**src/rtl/fetch_unit_pkg.sv**
```systemverilog
`default_nettype none
// ============================================================================
// Module      : mips_fetch_pkg
// Description : Shared types and constants for the instruction fetch front end.
// Revision    : 1.0 - initial release
// ============================================================================
package mips_fetch_pkg;

    typedef enum logic [1:0] {
        IDLE  = 2'd0,
        FETCH = 2'd1,
        VALID = 2'd2,
        ERR   = 2'd3
    } fetch_state_t;

    localparam int c_WORD_BYTES = 4;
    localparam int c_OPCODE_MSB = 31;
    localparam int c_OPCODE_LSB = 26;
    localparam int c_FUNCT_MSB  = 5;
    localparam int c_FUNCT_LSB  = 0;

    // Branch immediate is a signed word offset; scale to bytes.
    function automatic logic [31:0] branch_offset(input logic [15:0] imm);
        return {{14{imm[15]}}, imm, 2'b00};
    endfunction

endpackage
`default_nettype wire

```
**src/rtl/fetch_unit_next_pc_sel.sv**
```systemverilog
`default_nettype none
// ============================================================================
// Module      : next_pc_sel
// Description : Combinational next-PC selection from decoder redirect flags.
// Revision    : 1.0 - initial release
// ============================================================================
module next_pc_sel
    import mips_fetch_pkg::*;
(
    input  logic [31:0] pc,
    input  logic [31:0] instr,
    input  logic [31:0] rs_data,
    input  logic        pcsrc,
    input  logic        jump,
    input  logic        jumptoreg,
    output logic [31:0] next_pc,
    output logic        misaligned
);

    logic [31:0] w_pcplus4;
    logic        w_unused_opcode;

    assign w_pcplus4       = pc + 32'(c_WORD_BYTES);
    assign w_unused_opcode = ^instr[c_OPCODE_MSB:c_OPCODE_LSB];

    always_comb begin
        next_pc = w_pcplus4;
        if (jumptoreg) begin
            next_pc = rs_data;
        end else if (jump) begin
            next_pc = {w_pcplus4[31:28], instr[25:0], 2'b00};
        end else if (pcsrc) begin
            next_pc = w_pcplus4 + branch_offset(instr[15:0]);
        end
    end

    // Only a register target can land off a word boundary.
    assign misaligned = jumptoreg && (rs_data[1:0] != 2'b00);

endmodule
`default_nettype wire

```
**src/rtl/fetch_unit.sv**
```systemverilog
`default_nettype none
// ============================================================================
// Module      : fetch_unit
// Description : PC register, imem request/ready handshake and decode handoff.
// Revision    : 1.0 - initial release
// ============================================================================
module fetch_unit
    import mips_fetch_pkg::*;
#(
    parameter logic [31:0] RESET_PC = 32'h0000_0000,
    parameter int          TIMEOUT  = 16
) (
    input  logic        clk,
    input  logic        reset,
    output logic        imem_req,
    output logic [31:0] imem_addr,
    input  logic        imem_ready,
    input  logic [31:0] imem_rdata,
    output logic [31:0] instr,
    output logic        instr_valid,
    input  logic        instr_ready,
    output logic [31:0] pc,
    output logic [31:0] pcplus4,
    input  logic        pcsrc,
    input  logic        jump,
    input  logic        jumptoreg,
    input  logic [31:0] rs_data,
    output logic        fetch_err
);

    localparam logic [7:0] c_WAIT_LAST = 8'(TIMEOUT - 1);

    fetch_state_t r_state;
    fetch_state_t w_state_nxt;
    logic [31:0]  r_pc;
    logic [31:0]  r_instr;
    logic [7:0]   r_wait_cnt;
    logic [31:0]  w_next_pc;
    logic         w_misaligned;
    logic         w_retire;

    next_pc_sel u_next_pc_sel (
        .pc         (r_pc),
        .instr      (r_instr),
        .rs_data    (rs_data),
        .pcsrc      (pcsrc),
        .jump       (jump),
        .jumptoreg  (jumptoreg),
        .next_pc    (w_next_pc),
        .misaligned (w_misaligned)
    );

    always_ff @(posedge clk or posedge reset) begin
        if (reset) begin
            r_state <= IDLE;
        end else begin
            r_state <= w_state_nxt;
        end
    end

    always_comb begin
        w_state_nxt = r_state;
        imem_req    = 1'b0;
        instr_valid = 1'b0;
        fetch_err   = 1'b0;
        w_retire    = 1'b0;
        case (r_state)
            IDLE: begin
                w_state_nxt = FETCH;
            end
            FETCH: begin
                imem_req = 1'b1;
                if (imem_ready) begin
                    w_state_nxt = VALID;
                end else if (r_wait_cnt == c_WAIT_LAST) begin
                    w_state_nxt = ERR;
                end
            end
            VALID: begin
                instr_valid = 1'b1;
                if (instr_ready) begin
                    if (w_misaligned) begin
                        w_state_nxt = ERR;
                    end else begin
                        w_state_nxt = FETCH;
                        w_retire    = 1'b1;
                    end
                end
            end
            ERR: begin
                fetch_err = 1'b1;
            end
            default: begin
                w_state_nxt = IDLE;
            end
        endcase
    end

    // PC only advances on a clean retire; an error retire leaves it pointing
    // at the offending instruction.
    always_ff @(posedge clk or posedge reset) begin
        if (reset) begin
            r_pc       <= RESET_PC;
            r_instr    <= 32'h0000_0000;
            r_wait_cnt <= 8'd0;
        end else begin
            if (r_state == FETCH) begin
                if (imem_ready) begin
                    r_instr    <= imem_rdata;
                    r_wait_cnt <= 8'd0;
                end else begin
                    r_wait_cnt <= r_wait_cnt + 8'd1;
                end
            end
            if (w_retire) begin
                r_pc <= w_next_pc;
            end
        end
    end

    assign imem_addr = r_pc;
    assign pc        = r_pc;
    assign instr     = r_instr;
    assign pcplus4   = r_pc + 32'(c_WORD_BYTES);

endmodule
`default_nettype wire

```
**config.mk**
```make
export PLATFORM = sky130hd
export DESIGN_NAME = fetch_unit
export DESIGN_NICKNAME = d
export VERILOG_FILES = /design/src/rtl/fetch_unit_pkg.sv /design/src/rtl/fetch_unit_next_pc_sel.sv /design/src/rtl/fetch_unit.sv
export SDC_FILE = /design/constraint.sdc
export NUM_CORES = 1
export LEC_CHECK = 0
export CAP_MARGIN = 15
export CORE_MARGIN = 5
export CORE_UTILIZATION = 47
export CTS_CLUSTER_DIAMETER = 120
export CTS_CLUSTER_SIZE = 28
export DETAILED_ROUTE_END_ITERATION = 7
export HOLD_SLACK_MARGIN = 0.12
export PLACE_DENSITY = 0.82
export SLEW_MARGIN = 25
export SYNTH_ARGS = -nofsm -noshare
export SYNTH_HDL_FRONTEND = slang
export SYNTH_SLANG_ARGS = --single-unit
```
**constraint.sdc**
```tcl
create_clock -name clk -period 4.7 [get_ports clk]
set_input_delay 0.47 -clock clk [delete_from_list [all_inputs] [get_ports clk]]
set_output_delay 0.47 -clock clk [all_outputs]
set_load 0.02 [all_outputs]
```
==> key figures <==
Clocking
  • Num Clock Sinks: 74
  • CTS max path bufs: 2
  • PostCTS Resize Cnt: 0
  • TritonCTS buffer count: 9
  • Post-CTS setup buffer count: 0
  • CTS root buf: clkbuf_16
  • CTS tree: built
  • Clk_lat worst skew: 0.35 ns
  • Hold-fix buffers, CTS: 0
  • Clock transition at path regs: 0.06 ns
  • H-tree levels: 3

Final layout
  • Post-layout nets: 985
  • Ant. Diodes: 0
  • Syn-to-layout area delta: 35.68%
  • Layout cells sized above 1: 8.096%
  • Finished Layout Cells: 1,049

Status
  • Outcome: complete, no violations

Global routing
  • Vias in the first global route: 5,930
  • Initial antenna violation count: 0
  • Largest net degree at the start of global routing: 43
  • Total grt overflow: 0
  • Global-route wire length before repair: 31,680 um
  • Total track usage: 25.06%

Setup path
  • Arrival time worst endpoint: 4.55 ns
  • Crit path max fanout: 7
  • Critical path capture point type: flop
  • CP bufs+invs: 0
  • Critical path required time: 4.94 ns
  • Path type of the worst setup path: flop to flop
  • Crit-path cells: ha_1 > nand3_2 > or3_1 > or3_4 > nor3_2 > xor2_1 > ha_1 > a21o_1 > a21o_1 > a221oi_1 > o21a_1 > xor2_1 > a221oi_1 > a221o_1
  • CP delay by family, top: compound AO/OA/AOI/OAI gates
  • Crit-path slowest cell: or3_1
  • CP max stage delay: 0.51 ns
  • Critical Path Source Type: flop

Synthesis
  • Synth top area share: 30.08%
  • Post-Syn Area: 0.006157 mm2
  • Area contributors post-synth: dfrtp_1 (30%), ha_1 (8.3%), mux2_2 (6.0%), xnor2_1 (4.8%), a21oi_1 (4.2%)
  • Flops & latches, synth: 74
  • Mean Syn Cell Area: 8.599 um2
  • Ys flop type: dfrtp_1
  • Post-Synthesis Net Count: 829
  • Area leader, netlist: dfrtp_1
  • Seq/Total Area, Yosys: 30.08%
  • Mapped Cells: 716
  • Post-synthesis async set-or-reset flop share: 100.0%
  • Synth warn: 0
  • Yosys cell types: 69
  • EDFF count, synth: 0

Timing
  • Final setup viols: 0
  • RSZ-0062 raised after global routing: false
  • Worst slew pin tran: 1.034 ns
  • Tcrit/Tclk final: 91.72%
  • Setup TNS: 0 ns
  • Fmax: 232.0 MHz
  • Final Slew Violations: 0
  • Clock Skews: 0.008496 ns
  • Max-Slew Margin vs Limit: 31.06%
  • Hold Vio Cnt, Final: 0
  • Fin crit period: 4.311 ns
  • WHS: 0.4973 ns

Place
  • Gpl congestion: 0.9603
  • Placed instance count: 1,033
  • Input/output buffers: 201
  • Post-DP HPWL: 14,900 um

Floorplanning
  • Die span in y: 124.5 um
  • Die area: 0.01549 mm2
  • Row cnt: 41
  • Num ports: 202
  • Initial Util: 48.40%
  • Core area: 0.01272 mm2
  • Die width: 124.5 um

Power and ir drop
  • Pwr Density: 819.9 mW/mm2
  • Worst vdd ir: 0.0004671 V
  • Leak pwr: 3.547 nW

Route
  • Post-route DRC violation count: 0
  • Vias per cell: 5.702
  • Avg WL per Cell: 19.01 um
  • Drt pass-1 iters: 5
  • Initial DRC Count: 408
  • Final WL: 19,940 um
  • Post-route ant nets: 0
  • Via Count: 5,981

Job
  • Max cap viols: 0

Min path
  • Worst min-delay path class: input port to async pin
routing by layer:
layer	track usage (%)	wire length [um]	vias up
met5	0	0	-
met2	39.82	9183	240
met4	9.478	453	0
met3	6.518	1671	32
met1	32.75	8633	2839
li1	-	-	2870
synth_stat cells (6+ instances only):
master and count:
dfrtp_1 74, nand2_1 66, nor2_1 61, a21oi_1 52, ha_1 41, o21ai_0 37, buf_4 34, xnor2_1 34
mux2_2 33, nand3_1 32, inv_1 23, and3_1 20, clkbuf_1 19, xor2_1 19, mux2i_1 13, a21o_1 12
nor3_1 10, a211oi_1 9, o211ai_1 8, o21a_1 8, o22ai_1 7, a31oi_1 6, and2_1 6
cells in the final DEF, fill, tap and decap left out, types with 5 or more instances in the layout:
cell and instances:
a211oi_1 9, a21o_1 12, a21oi_1 52, a221oi_1 5, a31oi_1 6, and2_1 6, and3_1 20, buf_4 8
clkbuf_16 9, clkdlybuf4s50_1 201, dfrtp_1 74, ha_1 41, inv_1 22, mux2_2 33, mux2i_1 13, nand2_1 66
nand2b_1 5, nand3_1 32, nand4_1 5, nor2_1 61, nor2b_1 5, nor3_1 10, o211ai_1 8, o21a_1 8
o21ai_0 37, o22ai_1 7, xnor2_1 34, xor2_1 19
metrics by stage:
stage | setup WS, ns | total power, mW | cell area (um2) | util (%)
after CTS | 0.4374 | 6.827 | 8354 | 65.67
after detailed placement | 0.4441 | 6.037 | 8040 | 63.20
after floorplan | 0.3478 | 4.454 | 6157 | -
final | 0.3892 | 6.850 | 8354 | 65.67
after global placement | 0.6302 | 5.994 | 8040 | 63.20
after global routing | 0.1751 | 7.322 | 8354 | 65.67
flip-flops by register name (all words and copies together) (netlist names):
name	flops
r_state	2
r_wait_cnt	8
imem_addr	32
instr	32
cell families (layout without fill, tap and decap cells):
group	after synthesis	after routing	synth area share, %
simple gates	228	228	18.00
compound gates	185	185	19.53
buf+inv	88	249	8.047
flops	74	74	30.08
xor+xnor	53	53	7.539
mux	46	46	8.149
fa+ha+maj	42	42	8.657
where the power goes:
part           leakage, nW  internal (mW)  total [mW]  switching [mW]
Combinational         2.48           2.21        4.73            2.52
Clock                0.156          0.444       0.755           0.311
Sequential           0.907          0.922        1.36           0.440
Total                 3.55           3.58        6.85            3.27
worst register-to-register path, stage by stage (launching register included):
cell and delay (ns):
dfrtp_1 0.46, ha_1 0.24, nand3_2 0.12, or3_1 0.51, or3_4 0.47, nor3_2 0.21
xor2_1 0.31, ha_1 0.37, a21o_1 0.20, a21o_1 0.17, a221oi_1 0.28, o21a_1 0.24
xor2_1 0.18, a221oi_1 0.09, a221o_1 0.35
final cells by class:
type / count / area, um2
timing repair buffer: 209 / 2072
clock inverter: 5 / 61.31
clock buffer: 11 / 252.7
multi-input combinational: 554 / 3810
sequential: 74 / 1852
tap: 172 / 215.2
inverter: 24 / 91.34
fill: 1052 / 4368
final timing paths:
| kind | startpoint | slack (ns) | cells past startpoint | end |
|---|---|---|---|---|
| setup / recovery | imem_addr[2]$_DFFE_PP0P_ | 0.39 | 14 | imem_addr[27]$_DFFE_PP0P_ |
| hold / removal | reset | 0.50 | 2 | instr[27]$_DFFE_PP0P_ |
| setup reg to reg | imem_addr[2]$_DFFE_PP0P_ | 0.39 | 14 | imem_addr[27]$_DFFE_PP0P_ |
| hold reg to reg | instr[27]$_DFFE_PP0P_ | 0.51 | 1 | instr[27]$_DFFE_PP0P_ |
| max in group asynchronous | reset | 3.23 | 3 | imem_addr[14]$_DFFE_PP0P_ |
| min in group clk | instr[27]$_DFFE_PP0P_ | 0.51 | 1 | instr[27]$_DFFE_PP0P_ |
Power figures use the tool's default switching activity.
